==> config.mk <==
export PLATFORM = sky130hd
export DESIGN_NAME = rr_arb
export DESIGN_NICKNAME = d
export VERILOG_FILES = /design/src/rtl/rr_arb_pkg.sv /design/src/rtl/maske.sv /design/src/rtl/pri_lsb.sv /design/src/rtl/rr_arb.sv
export SDC_FILE = /design/constraint.sdc
export NUM_CORES = 1
export LEC_CHECK = 0
export BUFFER_PORTS_ARGS = -buffer_cell sky130_fd_sc_hd__buf_2
export CELL_PAD_IN_SITES_DETAIL_PLACEMENT = 0
export CELL_PAD_IN_SITES_GLOBAL_PLACEMENT = 1
export CORE_UTILIZATION = 33
export DETAILED_ROUTE_END_ITERATION = 8
export PLACE_DENSITY_LB_ADDON = 0.1
export SKIP_LAST_GASP = 1
export SYNTH_ARGS = -nofsm -noshare
export SYNTH_HDL_FRONTEND = slang
export SYNTH_SLANG_ARGS = --single-unit
export TNS_END_PERCENT = 20
==> constraint.sdc <==
create_clock -name clk -period 1.4 [get_ports clk]
set_input_delay 0.07 -clock clk [delete_from_list [all_inputs] [get_ports clk]]
set_output_delay 0.07 -clock clk [all_outputs]
set_load 0.05 [all_outputs]
==> src/rtl/rr_arb_pkg.sv <==
// Shared types and constants for the round-robin arbiter.
package rr_arb_pkg;

  typedef enum logic {
    IDLE = 1'b0,
    BUSY = 1'b1
  } state_t;

  localparam int PERF_W = 16;

endpackage

==> src/rtl/maske.sv <==
// Encoded-index to thermometer mask generator; selectable inclusive/exclusive and left/right.
module maske #(
  parameter int  W              = 4,
  parameter bit  P_INCLUSIVE    = 1'b0,
  parameter bit  LEFT_NOT_RIGHT = 1'b1,
  localparam int IDX_W          = $clog2(W)
) (
  input  logic [IDX_W-1:0] idx,
  output logic [W-1:0]     mask
);

  always_comb begin
    mask = '0;
    for (int i = 0; i < W; i++) begin
      if (LEFT_NOT_RIGHT)
        mask[i] = P_INCLUSIVE ? (i >= int'(idx)) : (i > int'(idx));
      else
        mask[i] = P_INCLUSIVE ? (i <= int'(idx)) : (i < int'(idx));
    end
  end

endmodule

==> src/rtl/pri_lsb.sv <==
// Lowest-set-bit finder: one-hot, encoded index and any-set outputs.
module pri_lsb #(
  parameter int  W     = 4,
  localparam int IDX_W = $clog2(W)
) (
  input  logic [W-1:0]     vec,
  output logic [W-1:0]     onehot,
  output logic [IDX_W-1:0] idx,
  output logic             any
);

  always_comb begin
    onehot = '0;
    idx    = '0;
    any    = |vec;
    // Scan downward so the lowest set bit is the last one written.
    for (int i = W - 1; i >= 0; i--) begin
      if (vec[i]) begin
        onehot    = '0;
        onehot[i] = 1'b1;
        idx       = IDX_W'(i);
      end
    end
  end

endmodule

==> src/rtl/rr_arb.sv <==
// Round-robin arbiter with grant held until ack; RR_ARB_PERF_EN adds a saturating stall counter.
//
// state | meaning
// IDLE  | no grant presented, waiting for any request
// BUSY  | grant presented and locked until ack_i
module rr_arb
  import rr_arb_pkg::*;
#(
  parameter int  W     = 4,
  localparam int IDX_W = $clog2(W)
) (
  input  logic             clk,
  input  logic             arst_n,
  input  logic [W-1:0]     req_i,
  input  logic             ack_i,
  output logic             valid_o,
  output logic [W-1:0]     grant_o,
  output logic [IDX_W-1:0] grant_idx_o
`ifdef RR_ARB_PERF_EN
  ,
  output logic [PERF_W-1:0] stall_cnt_o
`endif
);

  state_t           state;
  logic [IDX_W-1:0] ptr_q;
  logic [IDX_W-1:0] mask_idx;
  logic [W-1:0]     mask;
  logic [W-1:0]     hi;
  logic [W-1:0]     hi_oh;
  logic [W-1:0]     all_oh;
  logic [IDX_W-1:0] hi_idx;
  logic [IDX_W-1:0] all_idx;
  logic             hi_any;
  logic             all_any;
  logic [W-1:0]     win_oh;
  logic [IDX_W-1:0] win_idx;

  // On an accepted grant the pointer update and the next arbitration share
  // one cycle, so arbitrate against the grant being retired, not ptr_q.
  assign mask_idx = (state == BUSY) ? grant_idx_o : ptr_q;

  maske #(
    .W              (W),
    .P_INCLUSIVE    (1'b0),
    .LEFT_NOT_RIGHT (1'b1)
  ) u_mask (
    .idx  (mask_idx),
    .mask (mask)
  );

  assign hi = req_i & mask;

  pri_lsb #(.W(W)) u_pri_hi (
    .vec    (hi),
    .onehot (hi_oh),
    .idx    (hi_idx),
    .any    (hi_any)
  );

  pri_lsb #(.W(W)) u_pri_all (
    .vec    (req_i),
    .onehot (all_oh),
    .idx    (all_idx),
    .any    (all_any)
  );

  assign win_oh  = hi_any ? hi_oh  : all_oh;
  assign win_idx = hi_any ? hi_idx : all_idx;

  always_ff @(posedge clk or negedge arst_n) begin
    if (!arst_n) begin
      state       <= IDLE;
      ptr_q       <= IDX_W'(W - 1);
      valid_o     <= 1'b0;
      grant_o     <= '0;
      grant_idx_o <= '0;
    end else begin
      case (state)
        IDLE: begin
          if (all_any) begin
            valid_o     <= 1'b1;
            grant_o     <= win_oh;
            grant_idx_o <= win_idx;
            state       <= BUSY;
          end
        end
        BUSY: begin
          if (ack_i) begin
            ptr_q <= grant_idx_o;
            if (all_any) begin
              grant_o     <= win_oh;
              grant_idx_o <= win_idx;
            end else begin
              valid_o     <= 1'b0;
              grant_o     <= '0;
              grant_idx_o <= '0;
              state       <= IDLE;
            end
          end
        end
        default: state <= IDLE;
      endcase
    end
  end

`ifdef RR_ARB_PERF_EN
  always_ff @(posedge clk or negedge arst_n) begin
    if (!arst_n)
      stall_cnt_o <= '0;
    else if (valid_o && !ack_i && (stall_cnt_o != '1))
      stall_cnt_o <= stall_cnt_o + PERF_W'(1);
  end
`endif

endmodule
==> impl_metrics.json, run 1 <==
{
  "outcome": "finished, violations left",
  "failing_checks": "setup timing",
  "cts.htree.levels": 1,
  "cts_sinks": 10,
  "final.setup.worst_slack_ns": -0.03161,
  "clk_pin_slew_ns": 0.07,
  "timing.critical_path.cells": "nor3_1 -> o21ai_1 -> buf_4 -> a2bb2oi_1 -> o41ai_2",
  "initial_core_util_pct": 36.20,
  "power.internal_uw": 650.4,
  "core_area_sq_um": 1541,
  "footprint_of_the_multi_input_gates_sq_um": 301.5,
  "worst_slew_pin_slew_ns": 0.3320,
  "gp_congestion": 0.8131,
  "dr.pass1.iters": 4,
  "combPwrFrac_pct": 36.6,
  "cts_max_path_buffers": 2,
  "layout.area.seq_sq_um": 256.5,
  "grt_overflow": 0,
  "critical_path.slowest_cell": "sky130_fd_sc_hd__dfstp_2",
  "grt_first_pass_wirelength_um": 1966,
  "placement.io_buffers": 13,
  "worst_setup_sp_type": "flop",
  "worst_ep_arrival_time_ns": 1.58,
  "grt_pass1_vias": 453,
  "cts_root_buffer": "sky130_fd_sc_hd__clkbuf_4",
  "setup-violations-final": 1,
  "die_h_um": 43.12,
  "cp.required_ns": 1.55,
  "detail_route.wl_per_cell_um": 12.59,
  "portion_of_total_power_attributed_to_sequential_cells_pct": 38.4,
  "syn_area_sq_um": 558.0,
  "antenna-diode-count": 0,
  "ioPinCount": 14,
  "worst_path_largest_cell_delay_ns": 0.55,
  "worst_slew_margin_rel_pct": 77.66,
  "top_achievable_clock_speed_mhz": 698.5,
  "syn-num-nets": 64,
  "synth_warn": 0,
  "path_delay_family": "flip-flops",
  "initial_antenna_violation_count": 0,
  "via_count": 533,
  "hp-class": "in -> reg",
  "power.density_cell_area_nw_per_um2": 1414,
  "final.setup_skew_ns": 0.003436,
  "final_min_period_over_clock_period_pct": 102.3,
  "clock_tree_from_tritoncts": "built",
  "timing.max_cap.violations": 0,
  "synth.distinct_cells": 28,
  "postSynthRegisterBits": 10,
  "total_global_route_track_usage_pct": 14.60,
  "postSynthCellCount": 57,
  "p_switching_uw": 404.4,
  "cp.buffers_inverters": 1,
  "die_area_sq_um": 1859,
  "slew_viol_final": 0,
  "antenna_violating_nets_post_route": 0,
  "power.ir.vdd_worst_uv": 565.6,
  "insertion_delay_ns": 0.27,
  "tritoncts.num_buffers": 3,
  "fin_total_pwr_uw": 1055,
  "detailed_place_hpwl_um": 893.3,
  "synth.avg_cell_area_sq_um": 9.790,
  "area.growth.synth_to_final_pct": 33.63,
  "power_leakage_uw": 0.0003556,
  "p_clk_share_pct": 25.0,
  "fillerInstances": 149,
  "hold_violations": 0,
  "placedInstanceArea_sq_um": 683.2,
  "timing.final.crit_period_ns": 1.432,
  "worstSetupEndpointType": "flop",
  "die_width_um": 43.12,
  "drt-vias-per-instance": 5.495,
  "switching_share_pct": 38.34,
  "fin_area_sq_um": 745.7,
  "post_route_cells_drive_above_1_share_pct": 44.44,
  "fp-row-count": 14,
  "largest_net_degree_at_the_start_of_global_routing": 11,
  "first_iter_violations": 18,
  "detail_route.wirelength_um": 1221,
  "critical_path_class": "reg -> reg",
  "totalNegativeSetupSlack_ns": -0.03161,
  "remaining_drc_errors": 0,
  "yosysSeqAreaShare_pct": 45.29,
  "crit_fanout": 4,
  "place_ws_ns": 0.02702,
  "setup_repair_after_global_routing_missed_its_margin": "yes",
  "final_net_count": 89
}
## layout by cell type (no fill, tap or decap), types with 2 or more instances in the layout
| master | netlist | final |
|---|---|---|
| sky130_fd_sc_hd__a32o_1 | 2 | 2 |
| sky130_fd_sc_hd__buf_2 | 0 | 13 |
| sky130_fd_sc_hd__buf_4 | 1 | 7 |
| sky130_fd_sc_hd__clkbuf_4 | 0 | 3 |
| sky130_fd_sc_hd__dfrtp_1 | 8 | 5 |
| sky130_fd_sc_hd__dfrtp_2 | 0 | 3 |
| sky130_fd_sc_hd__dfstp_2 | 2 | 2 |
| sky130_fd_sc_hd__mux2_2 | 2 | 2 |
| sky130_fd_sc_hd__mux2i_1 | 2 | 2 |
| sky130_fd_sc_hd__nand2_1 | 11 | 11 |
| sky130_fd_sc_hd__nand3_1 | 4 | 4 |
| sky130_fd_sc_hd__nor2_1 | 3 | 3 |
| sky130_fd_sc_hd__o211ai_1 | 2 | 2 |
| sky130_fd_sc_hd__o21ai_0 | 3 | 3 |
## per-stage QoR
step | cells | utilization [%] | hold slack (ns)
after floorplan | 57 | - | -0.2256
after global placement | 91 | 44.32 | -0.05146
final | 97 | 48.38 | 0.06363
after global routing | 97 | 48.38 | 0.06431
after CTS | 96 | 47.32 | 0.05464
after detailed placement | 91 | 44.32 | -0.05119
## layout make-up
cell class                      count  share of cell area [%]
Timing Repair Buffer               21                   17.11
Multi-Input combinational cell     45                   40.44
Tap cell                           16                   2.685
Inverter                            1                  0.5034
Clock buffer                        4                   4.866
Sequential cell                    10                   34.40
## what timing repair did
item,4_1_cts,5_1_grt
hold endpoints to repair,10,0
setup endpoints to repair,0,5
buffers inserted,0,1
hold buffers,1,0
gates resized for setup,0,2
## path summary, 6_finish.rpt
check / start / slack (ns) / endpoint / depth (start not counted)
setup / recovery: ptr_q[1]$_DFFE_PN1P_ / -0.03 / grant_o[1]$_DFFE_PN0P_ / 5
hold / removal: req_i[0] / 0.06 / grant_o[1]$_DFFE_PN0P_ / 2
setup reg to reg: ptr_q[1]$_DFFE_PN1P_ / -0.03 / grant_o[1]$_DFFE_PN0P_ / 5
hold reg to reg: grant_o[0]$_DFFE_PN0P_ / 0.48 / grant_o[0]$_DFFE_PN0P_ / 2
max in group asynchronous: arst_n / 0.95 / ptr_q[1]$_DFFE_PN1P_ / 2
min in group asynchronous: arst_n / 0.19 / grant_o[0]$_DFFE_PN0P_ / 2
## synth_stat cells (all sizes together)
master    n  share of area [%]
a32o      2                3.6
a21oi     1               0.90
mux2      2                4.0
o211ai    2                2.7
nand3     4                3.6
or4       1                2.0
o221ai    1                1.6
nor4      1                1.1
and2b     1                1.3
a2bb2oi   1                1.6
dfstp     2                9.4
buf       1                1.3
nor3      1               0.90
o41ai     1                1.6
inv       1               0.67
nand4     1                1.1
a21boi    1                1.3
a21o      1                1.6
nor2      3                2.0
dfrtp     8                 36
mux2i     2                3.6
and2      1                1.6
nand2    11                7.4
o21ai     5                6.5
or2b      1                1.3
nor3b     1                1.3
## sequential cells by signal, summed over array words and instances, names as in the netlist
signal,count
grant_idx_o,2
grant_o,4
ptr_q,2
state,1
valid_o,1
## metal layers
| layer | global-route usage (%) | vias up | wire [um] |
|---|---|---|---|
| met5 | 0 | - | 0 |
| met4 | 10.91 | 0 | 45 |
| met3 | 2.553 | 7 | 64 |
| met1 | 20.32 | 241 | 585 |
| li1 | - | 262 | - |
| met2 | 19.70 | 23 | 527 |
## power by group through the flow
| stage | Combinational (uW) | Clock, uW | Sequential (uW) |
|---|---|---|---|
| 3_5_place_dp | 373 | 0 | 411 |
| 5_1_grt | 414 | 282 | 416 |
| 3_3_place_gp | 377 | 0 | 411 |
| 4_1_cts | 375 | 268 | 406 |
| 6_report | 386 | 263 | 405 |
| 2_1_floorplan | 123 | 0 | 546 |
## kinds of logic after synthesis
group                  synth area share (%)
AO/OA/AOI/OAI                         21.30
buffers and inverters                 2.018
flip-flops                            45.29
multiplexers                          7.623
AND/OR/NAND/NOR                       23.77
No activity file was read; power rests on OpenSTA's default activity.
==> run 2, diff against run 1 <==
- CORE_MARGIN: default -> 2
==> impl_metrics.json, run 2 (synthesis results as in run 1) <==
{
  "area.growth.synth_to_final_pct": 31.61,
  "finish.cell_count_without_fillers": 96,
  "initial_antenna_violation_count": 0,
  "detail_route.wirelength_um": 1252,
  "clock_tree_from_tritoncts": "built",
  "slew_viol_final": 0,
  "post_route_cells_drive_above_1_share_pct": 43.75,
  "critical_r2r_capture": "grant_o[1]$_DFFE_PN0P_",
  "critical_path.slowest_cell": "sky130_fd_sc_hd__dfstp_2",
  "hold_violations": 0,
  "grt_first_pass_wirelength_um": 1987,
  "placement.io_buffers": 13,
  "ioPinCount": 14,
  "grt_overflow": 0,
  "total_global_route_track_usage_pct": 13.90,
  "insertion_delay_ns": 0.28,
  "place.detailed.instances": 91,
  "grt_use_met2_pct": 20.57,
  "initial_core_util_pct": 36.20,
  "first_iter_violations": 14,
  "holdWs_ns": 0.05892,
  "die_width_um": 45.12,
  "final.setup_skew_ns": 0.01037,
  "detailed_place_hpwl_um": 904.7,
  "cts_sinks": 10,
  "timing.critical_path.cells": "nor3_1 -> o21ai_1 -> buf_4 -> a2bb2oi_2 -> o41ai_2",
  "cts.htree.levels": 1,
  "fp-row-count": 14,
  "grt_util_met3_pct": 3.600,
  "core_area_sq_um": 1541,
  "largest_net_degree_at_the_start_of_global_routing": 11,
  "antenna-diode-count": 0,
  "cp.required_ns": 1.56,
  "path_delay_family": "flip-flops",
  "final_min_period_over_clock_period_pct": 96.81,
  "global_route.peak_usage_layer": "met2",
  "fin_total_pwr_uw": 1012,
  "die_h_um": 45.12,
  "setup_repair_after_global_routing_missed_its_margin": "yes",
  "top_achievable_clock_speed_mhz": 737.8,
  "reg2reg_slack_ns": 0.04,
  "power.ir.vdd_worst_uv": 728.1,
  "grt_use_met1_pct": 17.82,
  "number_of_buffers_inserted_by_post_cts_setup_repair": 0,
  "worstSetupEndpointType": "flop",
  "tritoncts.num_buffers": 3,
  "r2r.worst_path.cells": 5,
  "worst_ep_arrival_time_ns": 1.52,
  "grt_pass1_vias": 468,
  "layout.cells.most_common": "sky130_fd_sc_hd__buf_2",
  "detail_route.wl_per_cell_um": 13.04,
  "worst_path_largest_cell_delay_ns": 0.55,
  "fin_util_pct": 47.65,
  "cp.buffers_inverters": 1,
  "final_net_count": 88,
  "power.density_cell_area_nw_per_um2": 1378,
  "crit_fanout": 4,
  "setup-violations-final": 0,
  "timing.critical_path.from": "ptr_q[1]$_DFFE_PN1P_",
  "gp_congestion": 0.7990,
  "power_leakage_uw": 0.0003459,
  "via_count": 526,
  "reg.largest.list": "grant_o x4, grant_idx_o x2, ptr_q x2",
  "cts_max_path_buffers": 2,
  "cts_root_buffer": "sky130_fd_sc_hd__clkbuf_4",
  "worst_slew_margin_rel_pct": 73.49,
  "biggest_register": "grant_o",
  "worst_slew_pin_slew_ns": 0.3940,
  "outcome": "completed",
  "die_area_sq_um": 2036,
  "remaining_drc_errors": 0,
  "worstSetupEndpoint": "grant_o[1]$_DFFE_PN0P_",
  "critical_path_class": "reg -> reg",
  "dr.pass1.iters": 4,
  "mostFrequentLayoutCells": "sky130_fd_sc_hd__buf_2, sky130_fd_sc_hd__nand2_1, sky130_fd_sc_hd__buf_4, sky130_fd_sc_hd__dfrtp_1, sky130_fd_sc_hd__nand3_1",
  "hp-class": "in -> reg",
  "largest_register_ffs": 4,
  "drt-vias-per-instance": 5.479,
  "antenna_violating_nets_post_route": 0,
  "timing.max_cap.violations": 0,
  "r2r-start": "ptr_q[1]$_DFFE_PN1P_",
  "cp.depth": 5,
  "clk_pin_slew_ns": 0.07,
  "timing.final.crit_period_ns": 1.355,
  "worst_setup_sp_type": "flop"
}
run 2: worst min-delay path by stage:
stage                   from                    endpoint  slack [ns]  depth (start not counted)
global placement      arst_n      grant_o[0]$_DFFE_PN0P_       -0.05                          1
global route        req_i[0]      grant_o[1]$_DFFE_PN0P_        0.06                          2
detailed placement    arst_n      grant_o[0]$_DFFE_PN0P_       -0.05                          1
finish              req_i[0]      grant_o[1]$_DFFE_PN0P_        0.06                          2
CTS                 req_i[0]      grant_o[1]$_DFFE_PN0P_        0.04                          2
floorplan             arst_n  grant_idx_o[0]$_DFFE_PN0P_       -0.23                          0
run 2: final cells by class:
type                    count  area (sq um)
fillers                   150         807.0
multi-input cells          45         307.8
flip-flops and latches     10         256.5
repair buffers             20         120.1
clock buffers               4         26.28
well taps                  16         20.02
inverters                   1         3.754
run 2: timing repair:
action / CTS / global route
hold endpoints to repair: 10 / 0
gates resized for setup: 0 / 3
hold buffers: 1 / 0
setup endpoints to repair: 0 / 3
run 2: metrics by stage:
| stage | worst slack [ns] | area [sq um] | setup TNS, ns |
|---|---|---|---|
| after detailed placement | 0.03073 | 683.2 | 0 |
| after CTS | 0.04129 | 719.4 | 0 |
| after global routing | -0.01371 | 734.5 | -0.02637 |
| final | 0.04462 | 734.5 | 0 |
| after floorplan | 0.004580 | 560.5 | 0 |
| after global placement | 0.03849 | 683.2 | 0 |
run 2: per-layer routing:
metal  vias to the layer above  routed length (um)
met5                         -                   0
met4                         0                  31
met3                         2                  48
met2                        15                 558
met1                       250                 612
li1                        259                   -
run 2: power breakdown:
group	switching [uW]	total, uW	leakage (uW)	internal, uW
clock	109	220	0.0000150	110
sequential	48.0	406	0.000116	358
combinational	254	386	0.000215	132
